File: src/rtl/cm3_matrix_pkg.sv
`default_nettype none
// +----------------------------------------------------------------------+
// | cm3_matrix_pkg : HTRANS encodings and port-index width helper        |
// | Rev 1.0                                                              |
// +----------------------------------------------------------------------+
package cm3_matrix_pkg;

  typedef enum logic [1:0] {
    HTRANS_IDLE   = 2'b00,
    HTRANS_BUSY   = 2'b01,
    HTRANS_NONSEQ = 2'b10,
    HTRANS_SEQ    = 2'b11
  } htrans_e;

  // Minimum index width able to address n input ports (never below 1).
  function automatic int cm3_port_w(input int n);
    return (n <= 2) ? 1 : $clog2(n);
  endfunction

endpackage
`default_nettype wire

File: src/rtl/cm3_matrix_output_arb_if.sv
`default_nettype none
// +----------------------------------------------------------------------+
// | cm3_matrix_output_arb_if : input-stage requests and arbiter grants   |
// | Rev 1.0                                                              |
// +----------------------------------------------------------------------+
interface cm3_matrix_output_arb_if
  import cm3_matrix_pkg::*;
#(
  parameter int NUM_IN = 3,
  parameter int PORT_W = cm3_port_w(NUM_IN)
);

  logic                  HREADYM;
  logic [NUM_IN-1:0]     sel_op;
  logic [2*NUM_IN-1:0]   trans_op;
  logic [NUM_IN-1:0]     mastlock_op;
  logic [PORT_W-1:0]     addr_in_port;
  logic                  no_port;
  logic [NUM_IN-1:0]     active_op;
  logic [PORT_W-1:0]     data_in_port;
  logic                  data_no_port;

  // master: input stages / output port; slave: the arbiter itself
  modport master (
    output HREADYM, sel_op, trans_op, mastlock_op,
    input  addr_in_port, no_port, active_op, data_in_port, data_no_port
  );

  modport slave (
    input  HREADYM, sel_op, trans_op, mastlock_op,
    output addr_in_port, no_port, active_op, data_in_port, data_no_port
  );

endinterface
`default_nettype wire

File: src/rtl/cm3_matrix_rr_pick.sv
`default_nettype none
// +----------------------------------------------------------------------+
// | cm3_matrix_rr_pick : rotating-priority picker, starts after rr_ptr   |
// | Rev 1.0                                                              |
// +----------------------------------------------------------------------+
module cm3_matrix_rr_pick #(
  parameter int NUM_IN = 3,
  parameter int PORT_W = 2
) (
  input  logic [NUM_IN-1:0] req_i,
  input  logic [PORT_W-1:0] rr_ptr_i,
  output logic [PORT_W-1:0] grant_o,
  output logic              any_req_o
);

  function automatic logic [PORT_W-1:0] wrap_idx(input logic [PORT_W-1:0] base, input int off);
    int j;
    j = int'(base) + off;
    if (j >= NUM_IN) j = j - NUM_IN;
    return PORT_W'(j);
  endfunction

  // Scan from the farthest offset down so the nearest requester wins.
  always_comb begin
    grant_o   = rr_ptr_i;
    any_req_o = |req_i;
    for (int k = NUM_IN; k >= 1; k--) begin
      if (req_i[wrap_idx(rr_ptr_i, k)]) grant_o = wrap_idx(rr_ptr_i, k);
    end
  end

endmodule
`default_nettype wire

File: src/rtl/cm3_matrix_output_arb.sv
`default_nettype none
// +----------------------------------------------------------------------+
// | cm3_matrix_output_arb : output-stage arbiter (lock/burst/round robin)|
// | Rev 1.0                                                              |
// +----------------------------------------------------------------------+
module cm3_matrix_output_arb
  import cm3_matrix_pkg::*;
#(
  parameter int NUM_IN = 3,
  parameter int PORT_W = 2
) (
  input  logic                    HCLK,
  input  logic                    HRESET,
  cm3_matrix_output_arb_if.slave  bus
);

  logic [NUM_IN-1:0] req;
  logic [PORT_W-1:0] addr_q, addr_d, rr_q, rr_d, data_in_q, data_in_d, pick;
  logic              no_port_q, no_port_d, lock_q, lock_d, data_no_q, data_no_d;
  logic              any_req, owner_lock, owner_req, pick_lock;
  logic [1:0]        owner_trans;

  for (genvar i = 0; i < NUM_IN; i++) begin : g_req
    assign req[i]           = bus.sel_op[i] & bus.trans_op[2*i+1];
    assign bus.active_op[i] = ~no_port_q & (addr_q == PORT_W'(i));
  end

  cm3_matrix_rr_pick #(
    .NUM_IN (NUM_IN),
    .PORT_W (PORT_W)
  ) u_rr_pick (
    .req_i     (req),
    .rr_ptr_i  (rr_q),
    .grant_o   (pick),
    .any_req_o (any_req)
  );

  always_comb begin
    owner_trans = HTRANS_IDLE;
    owner_lock  = 1'b0;
    owner_req   = 1'b0;
    pick_lock   = 1'b0;
    for (int i = 0; i < NUM_IN; i++) begin
      if (addr_q == PORT_W'(i)) begin
        owner_trans = bus.trans_op[2*i +: 2];
        owner_lock  = bus.mastlock_op[i];
        owner_req   = req[i];
      end
      if (pick == PORT_W'(i)) pick_lock = bus.mastlock_op[i];
    end
  end

  // Data-phase regs capture the address-phase owner on every accepted edge.
  always_comb begin
    addr_d    = addr_q;
    no_port_d = no_port_q;
    rr_d      = rr_q;
    lock_d    = lock_q;
    data_in_d = data_in_q;
    data_no_d = data_no_q;
    if (bus.HREADYM) begin
      data_in_d = addr_q;
      data_no_d = no_port_q;
      if (lock_q && owner_lock) begin
        no_port_d = 1'b0;
      end else if (!no_port_q && (owner_trans == HTRANS_SEQ || owner_trans == HTRANS_BUSY)) begin
        no_port_d = 1'b0;
        lock_d    = owner_lock & owner_req;
      end else if (any_req) begin
        addr_d    = pick;
        rr_d      = pick;
        no_port_d = 1'b0;
        lock_d    = pick_lock;
      end else begin
        no_port_d = 1'b1;
        lock_d    = 1'b0;
      end
    end
  end

  always_ff @(posedge HCLK) begin
    if (HRESET) begin
      addr_q    <= '0;
      no_port_q <= 1'b1;
      rr_q      <= PORT_W'(NUM_IN - 1);
      lock_q    <= 1'b0;
      data_in_q <= '0;
      data_no_q <= 1'b1;
    end else begin
      addr_q    <= addr_d;
      no_port_q <= no_port_d;
      rr_q      <= rr_d;
      lock_q    <= lock_d;
      data_in_q <= data_in_d;
      data_no_q <= data_no_d;
    end
  end

  assign bus.addr_in_port = addr_q;
  assign bus.no_port      = no_port_q;
  assign bus.data_in_port = data_in_q;
  assign bus.data_no_port = data_no_q;

endmodule
`default_nettype wire
File: src/flat_wrapper.sv
// flat-port wrapper written by rule: the top's interface ports become plain ports
module cm3_matrix_output_arb_flat import cm3_matrix_pkg::*;
#(
  parameter int NUM_IN = 3,
  parameter int PORT_W = 2
)
  (HCLK, HRESET, bus_HREADYM, bus_sel_op, bus_trans_op, bus_mastlock_op, bus_addr_in_port, bus_no_port, bus_active_op, bus_data_in_port, bus_data_no_port);
  cm3_matrix_output_arb_if #(.NUM_IN(NUM_IN), .PORT_W(PORT_W)) bus_i ();
  input  logic HCLK;
  input  logic HRESET;
  input wire logic [$bits(bus_i.HREADYM)-1:0] bus_HREADYM;
  input wire logic [$bits(bus_i.sel_op)-1:0] bus_sel_op;
  input wire logic [$bits(bus_i.trans_op)-1:0] bus_trans_op;
  input wire logic [$bits(bus_i.mastlock_op)-1:0] bus_mastlock_op;
  output wire logic [$bits(bus_i.addr_in_port)-1:0] bus_addr_in_port;
  output wire logic [$bits(bus_i.no_port)-1:0] bus_no_port;
  output wire logic [$bits(bus_i.active_op)-1:0] bus_active_op;
  output wire logic [$bits(bus_i.data_in_port)-1:0] bus_data_in_port;
  output wire logic [$bits(bus_i.data_no_port)-1:0] bus_data_no_port;
  assign bus_i.HREADYM = bus_HREADYM;
  assign bus_i.sel_op = bus_sel_op;
  assign bus_i.trans_op = bus_trans_op;
  assign bus_i.mastlock_op = bus_mastlock_op;
  assign bus_addr_in_port = bus_i.addr_in_port;
  assign bus_no_port = bus_i.no_port;
  assign bus_active_op = bus_i.active_op;
  assign bus_data_in_port = bus_i.data_in_port;
  assign bus_data_no_port = bus_i.data_no_port;
  cm3_matrix_output_arb #(.NUM_IN(NUM_IN), .PORT_W(PORT_W)) u_core (.HCLK(HCLK), .HRESET(HRESET), .bus(bus_i));
endmodule
File: config.mk
export PLATFORM = sky130hd
export DESIGN_NAME = cm3_matrix_output_arb_flat
export DESIGN_NICKNAME = d
export VERILOG_FILES = /design/src/rtl/cm3_matrix_pkg.sv /design/src/rtl/cm3_matrix_output_arb_if.sv /design/src/rtl/cm3_matrix_rr_pick.sv /design/src/rtl/cm3_matrix_output_arb.sv /design/src/flat_wrapper.sv
export SDC_FILE = /design/constraint.sdc
export NUM_CORES = 1
export LEC_CHECK = 0
export CORE_ASPECT_RATIO = 0.9
export CORE_MARGIN = 3
export CORE_UTILIZATION = 25
export DETAILED_ROUTE_END_ITERATION = 6
export GPL_TIMING_DRIVEN = 0
export HOLD_SLACK_MARGIN = 0.1
export SLEW_MARGIN = 20
export SYNTH_ARGS = -nofsm -noshare
export SYNTH_HDL_FRONTEND = slang
export SYNTH_SLANG_ARGS = --single-unit
File: constraint.sdc
create_clock -name HCLK -period 2.7 [get_ports HCLK]
set_input_delay 0.81 -clock HCLK [delete_from_list [all_inputs] [get_ports HCLK]]
set_output_delay 0.81 -clock HCLK [all_outputs]
set_load 0.05 [all_outputs]
Yosys cells after proc, flatten, opt, wreduce, memory -nomap -nowiden. Index checks and enable logic that the tools add are counted.

Bits in registers: 9. Output and inout port bits: 9. Logic and storage cells: 72.

$add $sub $neg: 6. Magnitude comparators: 6. Eq/ne operators: 6. Mux-type cells: 29. Bitwise logic cells: 10. Reduce and logical (&&, ||, !) cells: 9.

Operators with widths (number): two-way mux 2 bit (9); two-way mux 1 bit (17); greater-or-equal comparator 3 x 2 -> 1 bit (second input constant) (3); less-than comparator 2 x 3 -> 1 bit (second input constant) (3); bitwise AND 1 bit (7); adder 2 x 2 -> 3 bit (second input constant) (2); binary-select mux 1 bit (select 2 bit) (3); equality test 2 x 1 -> 1 bit (second input constant) (3); equality test 2 bit (second input constant) (3); subtractor 2 bit (second input constant) (3); zero test 2 bit (2); AND reduction 4 bit (1); adder 2 x 1 -> 3 bit (second input constant) (1); inverter 1 bit (3); OR reduction 3 bit (1); logical AND 1 bit (2); AND reduction 2 bit (1); zero test 1 bit (1); logical OR 1 bit (1).

Longest topological paths before layout.
Depth after elaboration: 14. Depth in mapped cells: 8. Depth with buffers taken out: 7.

Modules after synthesis. Synthesis repeated with hierarchy kept, for this count alone.

Cell total of the unflattened synthesis: 87. Area total of the unflattened synthesis: 706.9 µm².

By module, submodules not included: cm3_matrix_output_arb (instances 1, cells each 59, area each 521.8 µm²); cm3_matrix_rr_pick (instances 1, cells each 28, area each 185.2 µm²).

Least setup slack after synthesis. No wires, ideal clock.

Path type: reg-to-output. From: register u_core.addr_q[1] (netlist: u_core.bus.addr_in_port[1]). To: output bus_active_op[2]. Arrival: 1.929 ns. Path slack: -0.039 ns. Cell stages (with the launch flop): 2. Buffers on the path: 0. Path through: dfxtp_1 > nor3b_1.

Longest elaborated chain between the ends: 2.

RTL lines: start, declared (line cm3_matrix_output_arb.sv:18) `logic [PORT_W-1:0] addr_q, addr_d, rr_q, rr_d, data_in_q, data_in_d, pick;`; start signal, assigned (line cm3_matrix_output_arb.sv:90) `addr_q <= addr_d;`; equality test 2 bit (line cm3_matrix_output_arb.sv:25) `assign bus.active_op[i] = ~no_port_q & (addr_q == PORT_W'(i));`; bitwise AND 1 bit (line cm3_matrix_output_arb.sv:25); end, declared (line flat_wrapper.sv:17) `output wire logic [$bits(bus_i.active_op)-1:0] bus_active_op;`.

Every way passes these cells.

==> impl_metrics.prom <==
# TYPE chip_impl_metric gauge
chip_impl_metric{name="area_growth_syn_to_layout",unit="%"} 41.1
chip_impl_metric{name="path_clk_slew",unit="ns"} 0.05
chip_impl_metric{name="final_net_count",unit=""} 130
chip_impl_metric{name="multi_input_combinational_cell_area",unit="sq um"} 510
chip_impl_metric{name="hpwl",unit="mm"} 1.47
chip_impl_metric{name="fillers",unit=""} 273
chip_impl_metric{name="initial_antenna_violation_count",unit=""} 0
chip_impl_metric{name="via_count_of_the_first_global_routing_pass",unit=""} 698
chip_impl_metric{name="postLayoutCellArea",unit="sq um"} 1000
chip_impl_info{name="critical_path.endpoint",value="bus_active_op[2]"} 1
chip_impl_metric{name="grt_max_degree",unit=""} 11
chip_impl_metric{name="clock_tree.htree_level_count",unit=""} 1
chip_impl_metric{name="io_buffer_count",unit=""} 22
chip_impl_metric{name="timing.max_cap.violations",unit=""} 0
chip_impl_metric{name="drt_wl_total",unit="mm"} 1.84
chip_impl_metric{name="detail-route-antenna-nets",unit=""} 0
chip_impl_metric{name="grt_remaining_overflow",unit=""} 0
chip_impl_metric{name="gp_routability_congestion",unit=""} 0.844
chip_impl_metric{name="floorplan.rows",unit=""} 17
chip_impl_info{name="synth.largest_area_cell",value="sky130_fd_sc_hd__dfxtp_1"} 1
chip_impl_metric{name="sinks_on_clock_net",unit=""} 8
chip_impl_metric{name="finalSetupViolCount",unit=""} 0
chip_impl_metric{name="fp.dieW",unit="um"} 62.3
chip_impl_metric{name="min_period_over_period",unit=""} 0.956
chip_impl_info{name="crit_chain",value="buf_6 -> nor3b_2 -> clkdlybuf4s50_1"} 1
chip_impl_metric{name="worst_path_largest_cell_delay",unit="ns"} 0.82
chip_impl_metric{name="vdd_ir_drop_max",unit="uV"} 192
chip_impl_metric{name="synthesized_netlist_net_count",unit=""} 103
chip_impl_metric{name="synth.lib_cells_used.distinct",unit=""} 38
chip_impl_metric{name="tightestPinTransition",unit="ns"} 0.497
chip_impl_metric{name="power-per-cell-area",unit="nW/um^2"} 457
chip_impl_metric{name="worst-r2r-setup-slack",unit="ns"} 0.35
chip_impl_metric{name="yosys_warnings",unit=""} 0
chip_impl_metric{name="clock_skew",unit="ns"} 0.00311
chip_impl_metric{name="floorplan.initialDensity",unit=""} 0.277
chip_impl_info{name="critPathLaunch",value="u_core.rr_q[0]"} 1
chip_impl_metric{name="syn-mean-instance-area",unit="sq um"} 8.38
chip_impl_metric{name="antenna_diode_count",unit=""} 0
chip_impl_metric{name="dp_worst_setup_slack",unit="ns"} 0.123
chip_impl_metric{name="clock_tree.buffer_depth",unit=""} 2
chip_impl_metric{name="postSynthCellCount",unit=""} 85
chip_impl_metric{name="worst_skew_pair.late_latency",unit="ns"} 0.25
chip_impl_info{name="min_path_type",value="reg2reg"} 1
chip_impl_metric{name="register_area",unit="sq um"} 160
chip_impl_info{name="rsz0062_at_grt",value="no"} 1
chip_impl_info{name="cp_slowest_cell",value="sky130_fd_sc_hd__clkdlybuf4s50_1"} 1
chip_impl_info{name="synth.top_cells.by_area",value="sky130_fd_sc_hd__dfxtp_1, sky130_fd_sc_hd__mux2i_1, sky130_fd_sc_hd__ha_1"} 1
chip_impl_metric{name="report.final.hold_viol_count",unit=""} 0
chip_impl_metric{name="total_of_hold_buffers_inserted_after_clock_tree_synthesis",unit=""} 0
chip_impl_metric{name="grt_pass1_wl",unit="mm"} 3.24
chip_impl_metric{name="worstPathArrival",unit="ns"} 1.77
chip_impl_info{name="synth_ff_type",value="sky130_fd_sc_hd__dfxtp_1"} 1
chip_impl_metric{name="die_height",unit="um"} 56.6
chip_impl_metric{name="final.hold.worst_slack",unit="ns"} 0.472
chip_impl_metric{name="synth_enable_flop_cells",unit=""} 0
chip_impl_metric{name="max_slew_headroom",unit=""} 0.668
chip_impl_metric{name="synth_seq_area_share",unit=""} 0.225
chip_impl_info{name="cts_tree",value="done"} 1
chip_impl_metric{name="design.core.area",unit="sq um"} 2570
chip_impl_metric{name="tritoncts.num_buffers",unit=""} 3
chip_impl_info{name="endpoint_kind",value="primary output"} 1
chip_impl_metric{name="ff2ff_path_depth",unit=""} 8
chip_impl_info{name="worstReg2RegEnd",value="u_core.lock_q"} 1
chip_impl_metric{name="placed_cell_areas",unit="sq um"} 985
chip_impl_info{name="run_status",value="complete, no violations"} 1
chip_impl_metric{name="drt_first_pass_iters",unit=""} 4
chip_impl_metric{name="overall_global_routing_resource_usage",unit=""} 0.110
chip_impl_metric{name="floorplan_die_area",unit="sq um"} 3520
chip_impl_metric{name="path_max_fanout",unit=""} 10
chip_impl_metric{name="power_leakage",unit="nW"} 0.391
chip_impl_metric{name="fmax",unit="GHz"} 0.387
chip_impl_metric{name="final.setup.tns",unit="ns"} 0
chip_impl_metric{name="fraction_of_final_layout_cells_sized_beyond_drive_strength_1",unit=""} 0.136
chip_impl_metric{name="route.detailed.drc",unit=""} 0
chip_impl_metric{name="via_count",unit=""} 755
chip_impl_info{name="synth.top_cells.by_count",value="sky130_fd_sc_hd__nor2_1, sky130_fd_sc_hd__dfxtp_1, sky130_fd_sc_hd__nand3_1"} 1
chip_impl_metric{name="critPathRequiredTime",unit="ns"} 1.89
chip_impl_info{name="cts_root_buffer",value="sky130_fd_sc_hd__clkbuf_4"} 1
chip_impl_info{name="crit_type",value="reg2out"} 1
chip_impl_metric{name="final_period_minus_worst_setup_slack",unit="ns"} 2.58
chip_impl_metric{name="syn-cell-area",unit="sq um"} 712
chip_impl_metric{name="placed_cell_count",unit=""} 145
chip_impl_info{name="critical_path.startpoint_type",value="flip-flop"} 1
chip_impl_metric{name="worst_slack",unit="ns"} 0.119
chip_impl_metric{name="final_cell_count_no_fill",unit=""} 148
chip_impl_metric{name="wl_per_cell",unit="um"} 12.4
chip_impl_metric{name="synth_async_sr_flop_share",unit=""} 0
chip_impl_metric{name="ys_seq_elements",unit=""} 8
chip_impl_metric{name="drtIter0Drc",unit=""} 25
chip_impl_metric{name="final_max_slew_viols",unit=""} 0
chip_impl_metric{name="via_per_inst",unit=""} 5.10
chip_impl_metric{name="pin_count",unit=""} 24
chip_impl_info{name="worstReg2RegStart",value="u_core.rr_q[0]"} 1
chip_impl_metric{name="synth_top_area_frac",unit=""} 0.225
chip_impl_info{name="dominant_cell_by_count_in_the_synthesized_netlist",value="sky130_fd_sc_hd__nor2_1"} 1
where the power goes:
group / total (W) / leakage (nW) / switching [W] / internal [W]
combinational: 0.000226 / 0.311 / 0.000127 / 0.0000983
sequential: 0.000146 / 0.0657 / 0.0000160 / 0.000130
clock: 0.0000875 / 0.0138 / 0.0000369 / 0.0000506
what timing repair did:
action                     in CTS  in global routing
resized for setup               2                  0
setup endpoints to repair       2                  0
buffers inserted                0                  0
flip-flops by register name, summed over array words and instances (netlist names):
| name | cells |
|---|---|
| u_core.bus.data_in_port | 2 |
| u_core.rr_q | 2 |
| u_core.bus.addr_in_port | 1 |
| u_core.lock_q | 1 |
| u_core.bus.data_no_port | 1 |
| u_core.bus.no_port | 1 |
routing by layer:
metal | up-vias | part of all wire | track usage
li1 | 373 | - | -
met1 | 358 | 0.49 | 0.148
met2 | 24 | 0.44 | 0.176
met3 | 0 | 0.065 | 0.0400
met4 | 0 | 0 | 0.00943
met5 | - | 0 | 0
logic make-up (layout without fill, tap and decap cells):
family                     Yosys count  in the layout  share of synthesized area
AOI/OAI and AO/OA                   28             28                      0.322
and+or+nand+nor                     33             33                      0.260
DFF                                  8              8                      0.225
muxes                                5              5                     0.0756
adders and majority gates            3              3                     0.0527
buffers and inverters                8             33                     0.0650
critical path, delay by kind of cell, from the launching register on:
family                 cells  cell delay [ns]
flip-flops                 1             0.38
buffers and inverters      2             1.00
AND/OR/NAND/NOR            1             0.14
cell usage in the layout (no fill, tap or decap), types with 2 or more instances in the layout:
cell type,Yosys,routed
sky130_fd_sc_hd__a21boi_0,3,3
sky130_fd_sc_hd__a21oi_1,5,5
sky130_fd_sc_hd__and2_1,2,2
sky130_fd_sc_hd__buf_4,2,2
sky130_fd_sc_hd__clkbuf_4,0,3
sky130_fd_sc_hd__clkdlybuf4s50_1,0,20
sky130_fd_sc_hd__dfxtp_1,8,8
sky130_fd_sc_hd__dlygate4sd2_1,0,2
sky130_fd_sc_hd__ha_1,3,3
sky130_fd_sc_hd__inv_1,4,4
sky130_fd_sc_hd__mux2i_1,4,4
sky130_fd_sc_hd__nand2_1,4,4
sky130_fd_sc_hd__nand3_1,6,6
sky130_fd_sc_hd__nand3b_1,4,4
sky130_fd_sc_hd__nand4bb_1,2,2
sky130_fd_sc_hd__nor2_1,9,9
sky130_fd_sc_hd__o21ai_0,4,4
sky130_fd_sc_hd__o41ai_2,2,2
how the worst min path moves through the flow:
stage          slack [ns]                    start  cells after the start                       to
3_3_place_gp         0.45  u_core.bus.data_no_port                      2  u_core.bus.data_no_port
4_1_cts              0.48  u_core.bus.data_no_port                      2  u_core.bus.data_no_port
3_5_place_dp         0.46  u_core.bus.data_no_port                      2  u_core.bus.data_no_port
5_1_grt              0.50  u_core.bus.data_no_port                      2  u_core.bus.data_no_port
6_report             0.47  u_core.bus.data_no_port                      2  u_core.bus.data_no_port
2_1_floorplan        0.52           u_core.rr_q[1]                      2           u_core.rr_q[1]
layout make-up:
type / instances / share of cell area
Clock buffer: 3 / 0.0224
Inverter: 4 / 0.0149
Sequential cell: 8 / 0.159
Tap cell: 38 / 0.0473
Buffer: 4 / 0.0311
Multi-Input combinational cell: 69 / 0.508
Timing Repair Buffer: 22 / 0.217
per-stage QoR:
stage	util	total power [W]
after floorplan	-	0.000303
after global placement	0.383	0.000373
after detailed placement	0.383	0.000376
after CTS	0.390	0.000463
after global routing	0.390	0.000490
final	0.390	0.000459
(Power assumes the default switching activity.)
